===== src/rtl/rk_tape_pkg.sv =====
// rk_tape_pkg
// Shared types and constants for the cassette-tape player.
//   tape_state_t : player state machine encoding
//   LEADER_LEN   : number of 0x00 leader bytes played ahead of a block
//   SYNC_BYTE    : byte that separates the leader from the block body
//   fifo_entry_t : one buffered input byte together with its end-of-block tag
package rk_tape_pkg;

   typedef enum logic [1:0] {
      IDLE   = 2'd0,
      LEADER = 2'd1,
      SYNC   = 2'd2,
      DATA   = 2'd3
   } tape_state_t;

   localparam int         LEADER_LEN = 256;
   localparam logic [7:0] SYNC_BYTE  = 8'hE6;

   typedef struct packed {
      logic       last;
      logic [7:0] data;
   } fifo_entry_t;

endpackage


===== src/rtl/rk_tape_fifo.sv =====
// rk_tape_fifo
// Small synchronous FIFO that buffers the incoming byte stream ahead of the
// tape serialiser. DEPTH must be a power of two so that the pointers wrap
// naturally.
// Ports:
//   clk, reset_n    : system clock, synchronous active-low reset
//   wrEn, wrEntry   : push request and the {last, data} entry to store
//   rdEn            : pop request, ignored while empty
//   rdEntry         : entry at the head of the buffer
//   full, empty     : occupancy status
module rk_tape_fifo
   import rk_tape_pkg::*;
#(
   parameter int DEPTH = 4
) (
   input  logic        clk,
   input  logic        reset_n,
   input  logic        wrEn,
   input  fifo_entry_t wrEntry,
   input  logic        rdEn,
   output fifo_entry_t rdEntry,
   output logic        full,
   output logic        empty
);

   localparam int PTR_W = (DEPTH > 1) ? $clog2(DEPTH) : 1;

   fifo_entry_t      mem [DEPTH];
   logic [PTR_W-1:0] wrPtr;
   logic [PTR_W-1:0] rdPtr;
   logic [PTR_W:0]   count;
   logic             doWrite;
   logic             doRead;

   assign doWrite = wrEn && !full;
   assign doRead  = rdEn && !empty;
   assign full    = (count == (PTR_W+1)'(DEPTH));
   assign empty   = (count == '0);
   assign rdEntry = mem[rdPtr];

   // Storage array: written only on an accepted push. It carries no reset
   // because stale contents are never visible while the count says empty.
   always_ff @(posedge clk) begin
      if (doWrite) begin
         mem[wrPtr] <= wrEntry;
      end
   end

   // Pointer and occupancy bookkeeping. A simultaneous push and pop leaves
   // the count unchanged while both pointers advance.
   always_ff @(posedge clk) begin
      if (!reset_n) begin
         wrPtr <= '0;
         rdPtr <= '0;
         count <= '0;
      end else begin
         if (doWrite) begin
            wrPtr <= wrPtr + 1'b1;
         end
         if (doRead) begin
            rdPtr <= rdPtr + 1'b1;
         end
         case ({doWrite, doRead})
            2'b10:   count <= count + 1'b1;
            2'b01:   count <= count - 1'b1;
            default: count <= count;
         endcase
      end
   end

endmodule


===== src/rtl/rk_tape_player.sv =====
// rk_tape_player
// Turns a byte stream into the biphase cassette waveform read by the BIOS
// tape loader through PPA port C bit 4. Each bit is sent MSB first as two
// half-bits: first the inverted bit, then the bit itself. A half-bit lasts
// HALF_TICKS strobes of ce.
// Optional feature macro: RK_TAPE_LEADER_EN. When defined, the player
// generates the 256-byte 0x00 leader and the 0xE6 sync byte itself; when
// undefined, the byte stream is played verbatim.
// Ports:
//   clk, reset_n       : system clock, synchronous active-low reset
//   ce                 : one-clk timing strobe driving the half-bit counter
//   start              : one-cycle pulse that begins a block (ignored when busy)
//   in_data, in_last   : byte to play and its end-of-block tag
//   in_valid, in_ready : producer handshake into the input buffer
//   tape_out           : biphase tape level
//   busy               : a block is playing
//   underrun           : sticky, the buffer ran empty in the middle of a block
module rk_tape_player
   import rk_tape_pkg::*;
#(
   parameter int HALF_TICKS = 741,
   parameter int FIFO_DEPTH = 4
) (
   input  logic       clk,
   input  logic       reset_n,
   input  logic       ce,
   input  logic       start,
   input  logic [7:0] in_data,
   input  logic       in_last,
   input  logic       in_valid,
   output logic       in_ready,
   output logic       tape_out,
   output logic       busy,
   output logic       underrun
);

   localparam int CNT_W = (HALF_TICKS > 1) ? $clog2(HALF_TICKS) : 1;

   tape_state_t      state;
   tape_state_t      nextState;
   logic [CNT_W-1:0] halfCnt;
   logic             secondHalf;
   logic [2:0]       bitIdx;
   logic [7:0]       shiftReg;
   logic             curLast;
   logic             stalled;

   fifo_entry_t      pushEntry;
   fifo_entry_t      fifoHead;
   logic             fifoFull;
   logic             fifoEmpty;

   logic             halfEnd;
   logic             byteEnd;
   logic             popReq;
   logic             loadEn;
   logic [7:0]       loadByte;
   logic             loadLast;
   logic             goIdle;
   logic             goStall;
   logic             setUnderrun;

`ifdef RK_TAPE_LEADER_EN
   logic [7:0]       leaderCnt;
`endif

   assign pushEntry.last = in_last;
   assign pushEntry.data = in_data;

   rk_tape_fifo #(
      .DEPTH   (FIFO_DEPTH)
   ) u_fifo (
      .clk     (clk),
      .reset_n (reset_n),
      .wrEn    (in_valid),
      .wrEntry (pushEntry),
      .rdEn    (popReq),
      .rdEntry (fifoHead),
      .full    (fifoFull),
      .empty   (fifoEmpty)
   );

   assign in_ready = !fifoFull;
   assign busy     = (state != IDLE);

   // A half-bit finishes on the strobe that sees the last count value; a
   // byte finishes when that happens on the second half of bit 0. Nothing
   // advances while idle or while waiting on an empty buffer.
   assign halfEnd = ce && (halfCnt == CNT_W'(HALF_TICKS - 1)) && !stalled && (state != IDLE);
   assign byteEnd = halfEnd && secondHalf && (bitIdx == 3'd7);

   // Byte-boundary decisions: what gets loaded into the serialiser next,
   // whether that byte comes out of the buffer, and whether the player has
   // to wait for data or go back to idle. Popping on the same edge that
   // loads the byte keeps consecutive bytes gap-free.
   always_comb begin
      nextState   = state;
      popReq      = 1'b0;
      loadEn      = 1'b0;
      loadByte    = 8'h00;
      loadLast    = 1'b0;
      goIdle      = 1'b0;
      goStall     = 1'b0;
      setUnderrun = 1'b0;
      case (state)
         IDLE: begin
            if (start) begin
`ifdef RK_TAPE_LEADER_EN
               nextState = LEADER;
               loadEn    = 1'b1;
               loadByte  = 8'h00;
`else
               nextState = DATA;
               if (!fifoEmpty) begin
                  popReq   = 1'b1;
                  loadEn   = 1'b1;
                  loadByte = fifoHead.data;
                  loadLast = fifoHead.last;
               end else begin
                  goStall = 1'b1;
               end
`endif
            end
         end
`ifdef RK_TAPE_LEADER_EN
         LEADER: begin
            if (byteEnd) begin
               loadEn = 1'b1;
               if (leaderCnt == 8'(LEADER_LEN - 1)) begin
                  nextState = SYNC;
                  loadByte  = SYNC_BYTE;
               end else begin
                  loadByte = 8'h00;
               end
            end
         end
         SYNC: begin
            if (byteEnd) begin
               nextState = DATA;
               if (!fifoEmpty) begin
                  popReq   = 1'b1;
                  loadEn   = 1'b1;
                  loadByte = fifoHead.data;
                  loadLast = fifoHead.last;
               end else begin
                  goStall     = 1'b1;
                  setUnderrun = 1'b1;
               end
            end
         end
`endif
         DATA: begin
            if (stalled) begin
               if (ce && !fifoEmpty) begin
                  popReq   = 1'b1;
                  loadEn   = 1'b1;
                  loadByte = fifoHead.data;
                  loadLast = fifoHead.last;
               end
            end else if (byteEnd) begin
               if (curLast) begin
                  nextState = IDLE;
                  goIdle    = 1'b1;
               end else if (!fifoEmpty) begin
                  popReq   = 1'b1;
                  loadEn   = 1'b1;
                  loadByte = fifoHead.data;
                  loadLast = fifoHead.last;
               end else begin
                  goStall     = 1'b1;
                  setUnderrun = 1'b1;
               end
            end
         end
         default: begin
            nextState = IDLE;
         end
      endcase
   end

   // Serialiser and half-bit timing. A freshly loaded byte shows its first
   // half-bit (inverted MSB) right away with the counter restarted. Within
   // a bit the second half shows the bit itself; moving to the next bit
   // shifts the byte and shows the inverse of the new MSB. While stalled,
   // the level and the counter simply hold.
   always_ff @(posedge clk) begin
      if (!reset_n) begin
         state      <= IDLE;
         halfCnt    <= '0;
         secondHalf <= 1'b0;
         bitIdx     <= 3'd0;
         shiftReg   <= 8'h00;
         curLast    <= 1'b0;
         stalled    <= 1'b0;
         tape_out   <= 1'b0;
         underrun   <= 1'b0;
      end else begin
         state <= nextState;
         if (loadEn) begin
            shiftReg   <= loadByte;
            curLast    <= loadLast;
            bitIdx     <= 3'd0;
            secondHalf <= 1'b0;
            halfCnt    <= '0;
            stalled    <= 1'b0;
            tape_out   <= ~loadByte[7];
         end else if (goIdle) begin
            tape_out   <= 1'b0;
            halfCnt    <= '0;
            secondHalf <= 1'b0;
            bitIdx     <= 3'd0;
            curLast    <= 1'b0;
         end else if (goStall) begin
            stalled <= 1'b1;
            halfCnt <= '0;
         end else if (halfEnd) begin
            halfCnt <= '0;
            if (!secondHalf) begin
               secondHalf <= 1'b1;
               tape_out   <= shiftReg[7];
            end else begin
               secondHalf <= 1'b0;
               bitIdx     <= bitIdx + 3'd1;
               shiftReg   <= {shiftReg[6:0], 1'b0};
               tape_out   <= ~shiftReg[6];
            end
         end else if (ce && (state != IDLE) && !stalled) begin
            halfCnt <= halfCnt + 1'b1;
         end

         if (start && (state == IDLE)) begin
            underrun <= 1'b0;
         end else if (setUnderrun) begin
            underrun <= 1'b1;
         end
      end
   end

`ifdef RK_TAPE_LEADER_EN
   // Counts leader bytes already completed so the last one hands over to
   // the sync byte. It restarts whenever the player is idle.
   always_ff @(posedge clk) begin
      if (!reset_n) begin
         leaderCnt <= 8'd0;
      end else if (state == IDLE) begin
         leaderCnt <= 8'd0;
      end else if ((state == LEADER) && byteEnd) begin
         leaderCnt <= leaderCnt + 8'd1;
      end
   end
`endif

endmodule

===== config.mk =====
export PLATFORM = sky130hd
export DESIGN_NAME = rk_tape_player
export DESIGN_NICKNAME = d
export VERILOG_FILES = /design/src/rtl/rk_tape_pkg.sv /design/src/rtl/rk_tape_fifo.sv /design/src/rtl/rk_tape_player.sv
export SDC_FILE = /design/constraint.sdc
export NUM_CORES = 1
export LEC_CHECK = 0
export ABC_AREA = 1
export CAP_MARGIN = 20
export CORE_MARGIN = 2
export CORE_UTILIZATION = 50
export CTS_CLUSTER_DIAMETER = 40
export CTS_CLUSTER_SIZE = 14
export DETAILED_ROUTE_END_ITERATION = 16
export DONT_BUFFER_PORTS = 1
export PLACE_DENSITY = 0.64
export SLEW_MARGIN = 10
export SYNTH_ARGS = -nofsm -noshare
export SYNTH_HDL_FRONTEND = slang
export SYNTH_SLANG_ARGS = --single-unit

===== constraint.sdc =====
create_clock -name clk -period 2.8 [get_ports clk]
set_clock_uncertainty 0.15 [all_clocks]
set_input_delay 0.56 -clock clk [delete_from_list [all_inputs] [get_ports clk]]
set_output_delay 0.56 -clock clk [all_outputs]
set_load 0.01 [all_outputs]

==> results.md, run 1 <==
- Core Region: around 0.0063 mm2
- Chip height: 84.8 um
- TritonCTS Sinks: 72
- Grt ovf: 0
- EDFF count, synth: 36
- Share of layout cells above drive strength 1: 0.146
- Worst slew pin tran: 516 ps
- TNS Setup: 0 ps
- Slowest CP cell: fa_1
- Largest net degree at the start of global routing: 20
- Port bufs: 0
- Headroom to the max-slew limit: 0.656
- Top-count cell post-synth: nor2_1
- Final setup vio count: 0
- 1st-iter DRT viols: between 90 and 100
- # Max-Cap Violations: 0
- Final Cycle Share: 0.908
- CP startpoint: halfCnt[1]$_SDFFE_PP0P_
- R2R cell count: 18
- Pre-antenna DRT Iters: 4
- Synth cell types: 32
- Num CTS Buffers: 9
- RSZ-0062 raised after global routing: false
- Final Max Tran Viols: 0
- Seq/Total Area, Yosys: 0.553
- Static Leak: roughly 1.4 nW
- Cells after Synth: around 350
- Gpl congestion: 0.829
- Startpoint Class: register
- Routed Antenna Nets: 0
- Cell taking the most area after synthesis: edfxtp_1
- # rows: 29
- DRC: 0
- Syn avg cell area: 9.24 um2
- Initial antenna violation count: 0
- H-Tree Level Count: 3
- #FFs+latches synth: 72
- Io pins: 18
- Top FF cell, synth: edfxtp_1
- First-pass GRT wire length: approximately 10000 um
- Pre-CTS worst setup slack: roughly 220 ps
- Synth top area share: 0.332
- Mapped cell area: 0.00326 mm2
- Total number of vias: 2346
- Crit path capture type: register
- Critical path class: reg2reg
- Die X: 84.8 um
- CP endpoint: u_fifo.count[2]$_SDFFE_PN0P_
- PwrDens: 748 mW/mm2
- Crit path cell chain: inv_1 > ha_1 > nand2_1 > nor2_2 > nand2_2 > nor2_4 > nand4_2 > nand2_2 > nand2_4 > nand2_8 > ha_1 > inv_1 > fa_1 > nor2_1 > nor2_1 > nand2_1 > o21ai_0 > a21oi_1
- Req. time, crit path: around 2900 ps
- R2r endpoint: u_fifo.count[2]$_SDFFE_PN0P_
- VDD IR max: 0.390 mV
- Initial Util: 0.516
- Vias in the first global route: 2173
- Most instantiated cells after synthesis: nor2_1, nand2_1, dfxtp_1, edfxtp_1, o21ai_0
- Number of hold buffers added after CTS: 0
- Status: finished clean
- YS warnings: 0
- Final net count: ~400
- Via density: around 5.2
- CP max FO: 8
- Wire per inst: between 10 and 15 um
- DIE AREA: 0.00718 mm2
- Min-delay worst type: in2reg
- Syn_nets: around 380
- Largest stage delay on the critical path: between 300 and 400 ps
- Clock Latency Late Sink: 350 ps
- Ys async rst share: 0
- Final WL: 6050 um
- Setup Buffers After CTS: 0
- Setup ws final: 258 ps
- FMAX: 393 MHz
- Clock Tree Buf Depth: 2
- Critical R2R Launch: halfCnt[1]$_SDFFE_PP0P_
- Top post-synthesis cells by area: edfxtp_1, dfxtp_1, nor2_1, nand2_1, o21ai_0
- Clock-pin slew on the worst setup and hold paths: roughly 80 ps
- Final Hold Viols: 0
- Reg-to-reg slack, setup: 260 ps
- CTS tree: yes
- N_diodes: 0
- GRT Overall Usage: 0.183
- Root Driver: clkbuf_8
- Worst EP arrival: 2670 ps
- Area Growth Syn to Fin: 10.1%
- DPL Wire Length: 4230 um
- Minimum clock period: roughly 2500 ps
-- cell type report --
type / count / area (um2)
Inverter: 37 / 139
Clock inverter: 6 / 92.6
Timing Repair Buffer: 7 / 52.6
Tap cell: 77 / 96.3
Sequential cell: 72 / 1800
Multi-Input combinational cell: 238 / 1280
Fill cell: 583 / 2720
Clock buffer: 10 / 128
-- worst min-delay path by stage --
stage                                   from                    endpoint  slack (ps)  depth (start not counted)
global route                      in_data[4]  u_fifo.mem[0][4]$_DFFE_PP_         120                          0
global placement    shiftReg[0]$_SDFFE_PN0P_    shiftReg[0]$_SDFFE_PN0P_         300                          2
finish                            in_data[2]  u_fifo.mem[3][2]$_DFFE_PP_         150                          0
CTS                               in_data[2]  u_fifo.mem[3][2]$_DFFE_PP_         140                          0
detailed placement  shiftReg[1]$_SDFFE_PN0P_    shiftReg[1]$_SDFFE_PN0P_         310                          2
floorplan           shiftReg[0]$_SDFFE_PN0P_    shiftReg[0]$_SDFFE_PN0P_         290                          2
-- stage by stage --
| step | instance area (um2) | std cells | total power, mW | utilization | hold WS (ps) |
|---|---|---|---|---|---|
| after floorplan | 3260 | 353 | 1.69 | - | 290 |
| after global placement | 3370 | 431 | 1.80 | 0.533 | 300 |
| after detailed placement | 3370 | 431 | 1.80 | 0.533 | 309 |
| after CTS | 3590 | 447 | 2.70 | 0.568 | 139 |
| after global routing | 3590 | 447 | 2.84 | 0.569 | 123 |
| final | 3590 | 447 | 2.68 | 0.569 | 148 |
-- layout by cell type, fill, tap and decap left out, types with 2 or more instances in the layout --
master	Yosys	routed
a21oi_1	16	16
buf_4	1	7
bufinv_16	0	2
clkbuf_8	0	9
clkinvlp_4	0	2
dfxtp_1	36	36
edfxtp_1	36	36
ha_1	9	9
inv_1	27	27
inv_2	9	9
nand2_1	46	46
nand2_2	12	12
nand3_1	20	20
nand4_1	3	3
nor2_1	57	56
nor2_2	2	3
nor2_4	3	3
nor3_1	13	13
o21ai_0	28	28
o22ai_1	9	9
xnor2_1	2	2
xor2_1	8	8
-- worst max-delay path: cells and delay by family (launching register included) --
| family | cells | cell delay, ps |
|---|---|---|
| AO/OA/AOI/OAI | 2 | 180 |
| adder cells (fa/ha/maj) | 3 | 690 |
| buffers and inverters | 2 | 150 |
| flip-flops | 1 | 330 |
| AND/OR/NAND/NOR | 11 | 970 |
-- metal layers --
layer	vias to the layer above	global-route usage	wire length, um
met5	-	0	0
met4	0	0.0750	109
met3	13	0.0600	319
met2	46	0.301	2950
met1	1079	0.224	2670
li1	1208	-	-
-- registers in the layout, summed over array words and instances, names as in the netlist, named ones only --
name	count
u_fifo.rdPtr	2
curLast	1
shiftReg	8
u_fifo.wrPtr	2
halfCnt	10
stalled	1
tape_out	1
u_fifo.mem	36
state	1
u_fifo.count	3
secondHalf	1
bitIdx	3
underrun	1
-- logic make-up after synthesis --
| kind of cell | after synthesis | synth area share |
|---|---|---|
| AND/OR/NAND/NOR | 162 | 0.233 |
| flip-flops | 72 | 0.553 |
| AO/OA/AOI/OAI | 56 | 0.0913 |
| buffers and inverters | 43 | 0.0556 |
| XOR/XNOR | 10 | 0.0269 |
| adder cells (fa/ha/maj) | 10 | 0.0407 |
-- power breakdown --
group	internal [mW]	total (mW)	switching, mW
logic	0.167	0.533	0.366
clock network	0.506	0.907	0.401
registers	1.20	1.24	0.0450
total	1.87	2.68	0.812
-- what timing repair did --
item / in CTS / in global routing
setup endpoints to repair: 0 / 1
hold endpoints to repair: 0 / 0
resized for setup: 0 / 1
No activity file was read; power rests on OpenSTA's default activity.
==> inputs of run 2 (changes only) <==
--- a/config.mk
+++ b/config.mk
@@ -8,12 +8,12 @@
 export ABC_AREA = 1
 export CAP_MARGIN = 20
 export CORE_MARGIN = 2
-export CORE_UTILIZATION = 50
+export CORE_UTILIZATION = 54
 export CTS_CLUSTER_DIAMETER = 40
 export CTS_CLUSTER_SIZE = 14
 export DETAILED_ROUTE_END_ITERATION = 16
 export DONT_BUFFER_PORTS = 1
-export PLACE_DENSITY = 0.64
+export PLACE_DENSITY = 0.68
 export SLEW_MARGIN = 10
 export SYNTH_ARGS = -nofsm -noshare
 export SYNTH_HDL_FRONTEND = slang
==> constraint.sdc (replaced) <==
create_clock -name clk -period 2.8 [get_ports clk]
set_clock_uncertainty 0.15 [all_clocks]
set_input_delay 0.56 -clock clk [delete_from_list [all_inputs] [get_ports clk]]
set_output_delay 0.56 -clock clk [all_outputs]
set_load 0.02 [all_outputs]
==> run 2 against run 1 <==
  * Sequential share of layout area up 0.42 points
  * Utilization up 3.6 points
  * Flip-flop and latch count unchanged
  * Setup slack worse by 7.9 ps
  * Total power down 3.4%
  * Clock-buffer cell count down 1
  * Non-clock buffer count unchanged
  * Largest cell class unchanged
  * Worst hold slack better by 8.3 ps
  * Die area down 7.1%
==> results.md, run 2 (same netlist as run 1, synthesis figures left out) <==
- Status: finished clean
- Cell family with most CP delay: simple AND/OR/NAND/NOR gates
- Routed Antenna Nets: 0 (unchanged)
- Largest stage delay on the critical path: 390 ps (about the same)
- 1st-iter DRT viols: 156 (+63%)
- Total number of vias: 2374 (+1.2%)
- Crit path capture type: register
- First-pass GRT wire length: 9560 um (-6.3%)
- Wire per inst: 13.6 um (+0.46%)
- Clock Latency Late Sink: 340 ps (about the same)
- DPL Wire Length: 4140 um (-2.1%)
- VDD IR max: 0.412 mV (+5.6%)
- TNS Setup: 0 ps (unchanged)
- Reg-to-reg slack, setup: 250 ps (about the same)
- Gpl congestion: 0.823 (-0.70%)
- Num CTS Buffers: 9 (unchanged)
- Largest net degree at the start of global routing: 20 (unchanged)
- R2r endpoint: u_fifo.count[2]$_SDFFE_PN0P_
- H-Tree Level Count: 3 (unchanged)
- Most flops, register: u_fifo.mem
- Clock-pin slew on the worst setup and hold paths: 80 ps (about the same)
- DIE AREA: 0.00668 mm2 (-7.1%)
- Static Leak: 1.37 nW (-0.82%)
- Hold EP: u_fifo.mem[0][1]$_DFFE_PP_
- R2R cell count: 18 (unchanged)
- Die X: 81.7 um (-3.6%)
- Worst slew pin tran: 524 ps (+8.49 ps)
- Core Region: 0.00589 mm2 (-6.8%)
- Placed cell area: 0.00336 mm2 (about the same)
- Initial antenna violation count: 0 (unchanged)
- Req. time, crit path: 2930 ps (about the same)
- Root Driver: clkbuf_8
- Share of layout cells above drive strength 1: 0.146 (+0.000396)
- Final Cycle Share: 0.911 (+0.00281)
- Chip height: 81.7 um (-3.6%)
- Max reg flops: 36 (unchanged)
- Via density: 5.35 (+1.9%)
- CTS tree: yes
- CP max FO: 8 (unchanged)
- Critical R2R Launch: halfCnt[0]$_SDFFE_PP0P_
- WHS Path Cells: 0 (unchanged)
- GRT Overall Usage: 0.193 (+0.00946)
- RSZ-0062 raised after global routing: false
- Tot Pwr: 2.59 mW (-3.4%)
- Startpoint Class: register
- Crit path cell chain: inv_1 > ha_1 > nand2_1 > nor2_2 > nand2_2 > nor2_4 > nand4_2 > nand2_2 > nand2_4 > nand2_8 > ha_1 > inv_1 > fa_1 > nor2_1 > nor2_1 > nand2_1 > o21ai_0 > a21oi_1
- Final WL: 6040 um (-0.21%)
- Number of hold buffers added after CTS: 0 (unchanged)
- Final Hold Viols: 0 (unchanged)
- Initial Util: 0.554 (+0.0375)
- Most frequent cells in the layout: nor2_1, nand2_1, dfxtp_1, edfxtp_1, o21ai_0
- CP Buf/Inv Count: 2 (unchanged)
- Grt ovf: 0 (unchanged)
- # rows: 28 (-3.4%)
- Slowest CP cell: fa_1
- N_diodes: 0 (unchanged)
- DRC: 0 (unchanged)
- PwrDens: 728 mW/mm2 (-2.6%)
- Headroom to the max-slew limit: 0.650 (-0.00566)
- TritonCTS Sinks: 72 (unchanged)
- Clock Tree Buf Depth: 2 (unchanged)
- FMAX: 392 MHz (-0.31%)
- Min-delay worst type: in2reg
- Hold Path Origin: in_data[1]
- Area Growth Syn to Fin: 9.17%
- Final net count: 389 (unchanged)
- Final instance area: 0.00356 mm2 (-0.84%)
- # Max-Cap Violations: 0 (unchanged)
- Final setup vio count: 0 (unchanged)
- Commonest non-fill, non-tap cell in the layout: nor2_1
- Final Max Tran Viols: 0 (unchanged)
- Critical path class: reg2reg
- Largest regs: u_fifo.mem (36), halfCnt (10), shiftReg (8)
- Minimum clock period: 2550 ps (+7.85 ps)
- Port bufs: 0 (unchanged)
- Io pins: 18 (unchanged)
- Vias in the first global route: 2193 (+0.92%)
- Worst EP arrival: 2680 ps (about the same)
- Pre-antenna DRT Iters: 8 (+4)
[run 2: per-stage QoR]
step / util / hold WS [ps] / worst slack, ps / instances
3_3_place_gp: 0.572 / 303 / 319 / 429
3_5_place_dp: 0.572 / 311 / 223 / 429
2_1_floorplan: - / 290 / 247 / 353
6_report: 0.605 / 157 / 250 / 444
4_1_cts: 0.604 / 146 / 201 / 444
5_1_grt: 0.605 / 147 / 59.1 / 444
[run 2: worst max path at each step]
stage	slack, ps	startpoint	endpoint	depth (start not counted)
after CTS	200	halfCnt[0]$_SDFFE_PP0P_	u_fifo.count[2]$_SDFFE_PN0P_	18
after global routing	60	halfCnt[0]$_SDFFE_PP0P_	u_fifo.count[2]$_SDFFE_PN0P_	18
after global placement	320	halfCnt[0]$_SDFFE_PP0P_	u_fifo.count[2]$_SDFFE_PN0P_	18
after detailed placement	220	halfCnt[0]$_SDFFE_PP0P_	u_fifo.count[2]$_SDFFE_PN0P_	18
final	250	halfCnt[0]$_SDFFE_PP0P_	u_fifo.count[2]$_SDFFE_PN0P_	18
after floorplan	250	ce	u_fifo.count[2]$_SDFFE_PN0P_	17
[run 2: layer usage]
metal  share of wire  track usage  vias up
met4           0.018       0.0933        0
met5               0            0        -
met1            0.47        0.233     1112
met3           0.036       0.0440       11
li1                -            -     1206
met2            0.48        0.326       45
[run 2: worst register-to-register path, cell delays in order (launching register included)]
cell	delay [ps]
dfxtp_1	340
inv_1	70
ha_1	160
nand2_1	70
nor2_2	110
nand2_2	90
nor2_4	100
nand4_2	90
nand2_2	110
nand2_4	110
nand2_8	80
ha_1	130
inv_1	70
fa_1	390
nor2_1	120
nor2_1	40
nand2_1	70
o21ai_0	70
a21oi_1	110
[run 2: cell type report]
| cell class | instances | area [um2] |
|---|---|---|
| flip-flops and latches | 72 | 1800 |
| clock buffers | 9 | 124 |
| clock inverters | 6 | 68.8 |
| fillers | 510 | 2330 |
| repair buffers | 7 | 52.6 |
| well taps | 75 | 93.8 |
| inverters | 37 | 139 |
| multi-input cells | 238 | 1280 |
[run 2: repair_timing]
action | CTS | global route
setup endpoints to repair | 0 | 1
resized for setup | 0 | 1
setup buffers | 0 | 0
[run 2: power by group]
part | switching (mW) | leakage [nW] | internal, mW
Combinational | 0.374 | 0.653 | 0.167
Sequential | 0.0497 | 0.623 | 1.20
Clock | 0.391 | 0.0918 | 0.410
Total | 0.816 | 1.37 | 1.78
